===== src/rtl/anna_pkg.sv =====
// Shared ANNA front-end definitions: opcodes, func codes, field positions
// and the fetch state type.
package anna_pkg;

    localparam logic [3:0] OP_MATH = 4'h0;
    localparam logic [3:0] OP_JALR = 4'h1;
    localparam logic [3:0] OP_IN   = 4'h2;
    localparam logic [3:0] OP_OUT  = 4'h3;
    localparam logic [3:0] OP_ADDI = 4'h4;
    localparam logic [3:0] OP_SHF  = 4'h5;
    localparam logic [3:0] OP_LW   = 4'h6;
    localparam logic [3:0] OP_SW   = 4'h7;
    localparam logic [3:0] OP_LLI  = 4'h8;
    localparam logic [3:0] OP_LUI  = 4'h9;
    localparam logic [3:0] OP_BEQ  = 4'ha;
    localparam logic [3:0] OP_BNE  = 4'hb;
    localparam logic [3:0] OP_BGT  = 4'hc;
    localparam logic [3:0] OP_BGE  = 4'hd;
    localparam logic [3:0] OP_BLT  = 4'he;
    localparam logic [3:0] OP_BLE  = 4'hf;

    localparam logic [2:0] FUNC_ADD = 3'd0;
    localparam logic [2:0] FUNC_SUB = 3'd1;
    localparam logic [2:0] FUNC_AND = 3'd2;
    localparam logic [2:0] FUNC_OR  = 3'd3;
    localparam logic [2:0] FUNC_NOT = 3'd4;

    localparam int OPC_HI  = 15;
    localparam int OPC_LO  = 12;
    localparam int RD_HI   = 11;
    localparam int RD_LO   = 9;
    localparam int RS1_HI  = 8;
    localparam int RS1_LO  = 6;
    localparam int RS2_HI  = 5;
    localparam int RS2_LO  = 3;
    localparam int FUNC_HI = 2;
    localparam int FUNC_LO = 0;
    localparam int IMM6_HI = 5;
    localparam int IMM8_HI = 7;

    typedef enum logic [2:0] {
        S_FETCH,
        S_DECODE,
        S_ISSUE,
        S_WAIT_PC,
        S_HALTED
    } fetch_state_e;

endpackage


===== src/rtl/anna_instr_fields.sv =====
// Combinational slicer from an ANNA instruction word to its fields,
// plus the .halt (OUT with rd == r0) detector.
module anna_instr_fields
    import anna_pkg::*;
(
    input  logic [15:0] instr,
    output logic [3:0]  opcode,
    output logic [2:0]  rd,
    output logic [2:0]  rs1,
    output logic [2:0]  rs2,
    output logic [2:0]  func,
    output logic [5:0]  imm6,
    output logic [7:0]  imm8,
    output logic        is_halt
);

    assign opcode  = instr[OPC_HI:OPC_LO];
    assign rd      = instr[RD_HI:RD_LO];
    assign rs1     = instr[RS1_HI:RS1_LO];
    assign rs2     = instr[RS2_HI:RS2_LO];
    assign func    = instr[FUNC_HI:FUNC_LO];
    assign imm6    = instr[IMM6_HI:0];
    assign imm8    = instr[IMM8_HI:0];
    assign is_halt = (opcode == OP_OUT) && (rd == 3'd0);

endmodule


===== src/rtl/anna_fetch_decode.sv =====
// ANNA fetch/decode front end: one instruction in flight, PC from the ALU.
// Optional trap on IN / OUT rd!=0 with macro ANNA_DECODE_ILLEGAL_TRAP_EN.
module anna_fetch_decode
    import anna_pkg::*;
#(
    parameter int WORD_SIZE  = 16,
    parameter int ADDR_WIDTH = 16,
    parameter logic [ADDR_WIDTH-1:0] RESET_PC = '0
) (
    input  logic                  clk,
    input  logic                  rst_n,
    output logic                  imem_req,
    output logic [ADDR_WIDTH-1:0] imem_addr,
    input  logic                  imem_ack,
    input  logic [WORD_SIZE-1:0]  imem_rdata,
    output logic                  dec_valid,
    input  logic                  dec_ready,
    output logic [3:0]            opcode,
    output logic [2:0]            rd,
    output logic [2:0]            rs1,
    output logic [2:0]            rs2,
    output logic [2:0]            func,
    output logic [5:0]            imm6,
    output logic [7:0]            imm8,
    output logic [ADDR_WIDTH-1:0] pc_out,
    input  logic                  pc_load,
    input  logic [ADDR_WIDTH-1:0] pc_load_value,
    output logic                  halt,
    output logic                  illegal
);

    fetch_state_e          state;
    fetch_state_e          state_nx;
    logic [ADDR_WIDTH-1:0] pc;
    logic [WORD_SIZE-1:0]  ir;
    logic                  run;
    logic                  halt_q;
    logic                  is_halt;
    logic                  trap;
    logic                  ack_ok;

    anna_instr_fields u_fields (
        .instr   (ir[15:0]),
        .opcode  (opcode),
        .rd      (rd),
        .rs1     (rs1),
        .rs2     (rs2),
        .func    (func),
        .imm6    (imm6),
        .imm8    (imm8),
        .is_halt (is_halt)
    );

`ifdef ANNA_DECODE_ILLEGAL_TRAP_EN
    logic illegal_q;

    assign trap = (opcode == OP_IN) || ((opcode == OP_OUT) && (rd != 3'd0));
    assign illegal = illegal_q;

    always_ff @(posedge clk or negedge rst_n) begin
        if (!rst_n) begin
            illegal_q <= 1'b0;
        end else if (state == S_DECODE && !is_halt && trap) begin
            illegal_q <= 1'b1;
        end
    end
`else
    assign trap = 1'b0;
    assign illegal = 1'b0;
`endif

    // run stays low for the first cycle after reset so a stale ack is dropped
    assign ack_ok    = run && imem_ack;
    assign imem_req  = run && (state == S_FETCH);
    assign imem_addr = pc;
    assign dec_valid = (state == S_ISSUE);
    assign pc_out    = pc;
    assign halt      = halt_q;

    always_ff @(posedge clk or negedge rst_n) begin
        if (!rst_n) begin
            state  <= S_FETCH;
            pc     <= RESET_PC;
            ir     <= '0;
            run    <= 1'b0;
            halt_q <= 1'b0;
        end else begin
            state <= state_nx;
            run   <= 1'b1;
            if (state == S_FETCH && ack_ok) begin
                ir <= imem_rdata;
            end
            if (state == S_WAIT_PC && pc_load) begin
                pc <= pc_load_value;
            end
            if (state == S_DECODE && is_halt) begin
                halt_q <= 1'b1;
            end
        end
    end

    always_comb begin
        state_nx = state;
        unique case (state)
            S_FETCH:   if (ack_ok) state_nx = S_DECODE;
            S_DECODE:  state_nx = (is_halt || trap) ? S_HALTED : S_ISSUE;
            S_ISSUE:   if (dec_ready) state_nx = S_WAIT_PC;
            S_WAIT_PC: if (pc_load) state_nx = S_FETCH;
            S_HALTED:  state_nx = S_HALTED;
            default:   state_nx = S_FETCH;
        endcase
    end

endmodule


===== config.mk =====
export PLATFORM = sky130hd
export DESIGN_NAME = anna_fetch_decode
export DESIGN_NICKNAME = d
export VERILOG_FILES = /design/src/rtl/anna_pkg.sv /design/src/rtl/anna_instr_fields.sv /design/src/rtl/anna_fetch_decode.sv
export SDC_FILE = /design/constraint.sdc
export NUM_CORES = 1
export LEC_CHECK = 0
export BUFFER_PORTS_ARGS = -buffer_cell sky130_fd_sc_hd__clkbuf_2
export CAP_MARGIN = 10
export CORE_ASPECT_RATIO = 1.1
export CORE_UTILIZATION = 43
export CTS_CLUSTER_DIAMETER = 50
export CTS_CLUSTER_SIZE = 28
export DETAILED_ROUTE_END_ITERATION = 12
export HOLD_SLACK_MARGIN = 0.03
export PLACE_DENSITY = 0.79
export SYNTH_ARGS = -nofsm -noshare
export SYNTH_HDL_FRONTEND = slang
export SYNTH_SLANG_ARGS = --single-unit

===== constraint.sdc =====
create_clock -name clk -period 2.15 [get_ports clk]
set_clock_uncertainty 0.2 [all_clocks]
set_input_delay 0.1075 -clock clk [delete_from_list [all_inputs] [get_ports clk]]
set_output_delay 0.1075 -clock clk [all_outputs]
set_load 0.05 [all_outputs]

==> flow_summary.yaml <==
run_status:
  status: "complete, no violations"
cts:
  cts_resized: 0
  insertion_delay_ps: 280
  cts_tree: "done"
  cts_root_buf: "clkbuf_8"
  numCtsBuffers: 5
  htree_levels: 2
  clk_pin_slew_worst_paths_ps: 70
  cts_buffer_depth: 2
  clock_sinks: 37
synth:
  ys_warn_count: 0
  synth-seq-cells: 37
  synth_cells: 126
  yosysUniqueCellTypes: 25
  ys.flop_type: "dfrtp_1"
  synth.top_cell.area_share: 0.5271
  syn-num-nets: 163
  synth_enable_flop_cells: 0
  ys_top_cells_by_area: "dfrtp_1 53%, mux2_2 14%, buf_4 13%"
  yosysTopAreaCell: "dfrtp_1"
  netlist_top_cells_count: "37 x dfrtp_1, 31 x buf_4, 22 x mux2_2, 10 x mux2_4, 3 x buf_6"
  syn_avg_cell_area_um2: 13.94
  ys_async_sr_fraction: 1.000
  yosysMostFrequentCell: "dfrtp_1"
  syn_area_um2: 1757
  ys_seq_area_frac: 0.5271
routing:
  wl_per_cell_um: 12.23
  vias: 1293
  routed_wl_um: 3535
  drc: 0
  firstDrtPassIters: 5
  via_per_inst: 4.474
  drtIter0Drc: 46
  final_antenna_net_count: 0
die:
  initial_core_util: 0.4466
  io_pins: 103
  die_y_um: 69.04
  rows: 24
  die_w_um: 62.94
  core_um2: 3934
  dieArea_um2: 4345
finish:
  fin_util: 0.6365
  antennaDiodeCount: 0
  drive_gt1_frac: 0.6118
  nets: 273
  areaGrowthSynthToFinish_pct: 42.52
  stdcell_count: 289
sta:
  report.final.hold_viol_count: 0
  finalSetupViolations: 0
  post-route-period-util: 0.8450
  timing.fmax_mhz: 550.5
  min_period_ps: 1817
  rsz0062_at_grt: "no"
  slew_viol_final: 0
worst_setup_path:
  crit_chain: "nor4b_4 -> clkbuf_2"
  reg2reg_depth: 3
  start_kind: "flip-flop"
  arrival_ps: 1510
  r2r_slack_ps: 380
  max_stage_delay_ps: 490
  critPathRequiredTime_ps: 1840
  cp_slowest_cell: "dfrtp_1"
  critPathKind: "reg2out"
  crit_path_end_kind: "output port"
  path_max_fanout: 9
grt:
  grt.busiest_layer: "met2"
  grt_max_degree: 38
  grt_pass1_wl_um: 5961
  grt_pass1_vias: 1285
  use_met3: 0.04967
  met2_usage: 0.3214
  grt_use_total: 0.1781
  grt_use_met1: 0.1931
  grt_antenna_before_repair: 0
  grt_overflow_total: 0
worst_hold_path:
  hold_class: "in2reg"
  whs_path_depth: 4
placed_design:
  io_buffers: 101
  dp_cells: 246
  gp_congestion: 0.7456
run:
  cap_violations: 0
cells by family (layout without fill, tap and decap cells):
group | count (synthesis) | in the layout | share of synthesized area
multiplexers | 32 | 32 | 0.2265
buffers and inverters | 36 | 147 | 0.1567
other | 2 | 2 | 0.004275
flip-flops | 37 | 37 | 0.5271
AO/OA/AOI/OAI | 5 | 5 | 0.01923
AND/OR/NAND/NOR | 14 | 14 | 0.06623
through the flow:
stage                     area (um2)  setup TNS [ps]  hold slack [ps]  setup slack (ps)
after floorplan                 1757          -350.2           -388.1            -35.02
after global placement          2071               0           -23.39             412.8
after detailed placement        2071               0           -24.02             368.9
after CTS                       2504               0            91.42             309.2
after global routing            2504               0            127.6             243.0
final                           2504               0            89.93             333.3
worst paths after layout:
path,from,to
max reg2reg,state[1]$_DFFE_PN0P_,ir[5]$_DFFE_PN0P_
min,dec_ready,state[0]$_DFFE_PN0P_
min reg2reg,halt$_DFFE_PN0P_,halt$_DFFE_PN0P_
min in group asynchronous,rst_n,state[2]$_DFFE_PN0P_
max,state[1]$_DFFE_PN0P_,imem_req
max in group asynchronous,rst_n,ir[9]$_DFFE_PN0P_
area by class of cell:
cell class | instances | area, um2
clock buffers | 6 | 72.57
clock inverters | 2 | 10.01
fillers | 295 | 1430
inverters | 1 | 3.754
multi-input cells | 53 | 555.5
flip-flops and latches | 37 | 925.9
well taps | 52 | 65.06
repair buffers | 138 | 870.8
placed cells by master (no fill, tap or decap), drive strengths merged:
cell           n
a21oi          1
a32o           1
buf            2
clkbuf       107
clkinv         2
conb           2
dfrtp         37
dlygate4sd3   35
inv            1
mux2          32
nand2          2
nand2b         1
nand3          1
nand3b         1
nand4          1
nand4b         1
nor2           1
nor2b          2
nor3b          2
nor4           1
nor4b          1
o21ai          1
o21bai         1
o22ai          1
metal layers:
layer	share of wire	wire length, um
met1	0.40	1426
met2	0.53	1870
met3	0.050	177
met4	0.017	61
met5	0	0
what timing repair did:
action,4_1_cts,5_1_grt
setup endpoints to repair,0,0
buffers inserted,0,0
hold buffers,35,0
endpoints found under the hold margin,71,0
worst max-delay path, delay by kind of cell (launching register included):
family | cells | cell delay (ps)
DFF | 1 | 490
and+or+nand+nor | 1 | 390
buffers and inverters | 1 | 340
flip-flops by register name, indices dropped and copies added, names as in the netlist:
signal	cells
imem_addr	16
run	1
halt	1
state	3
ir	16
Power is left out: the tool's default activity adds up to more than one toggle a clock period on the data nets, which glitch-free logic cannot reach.
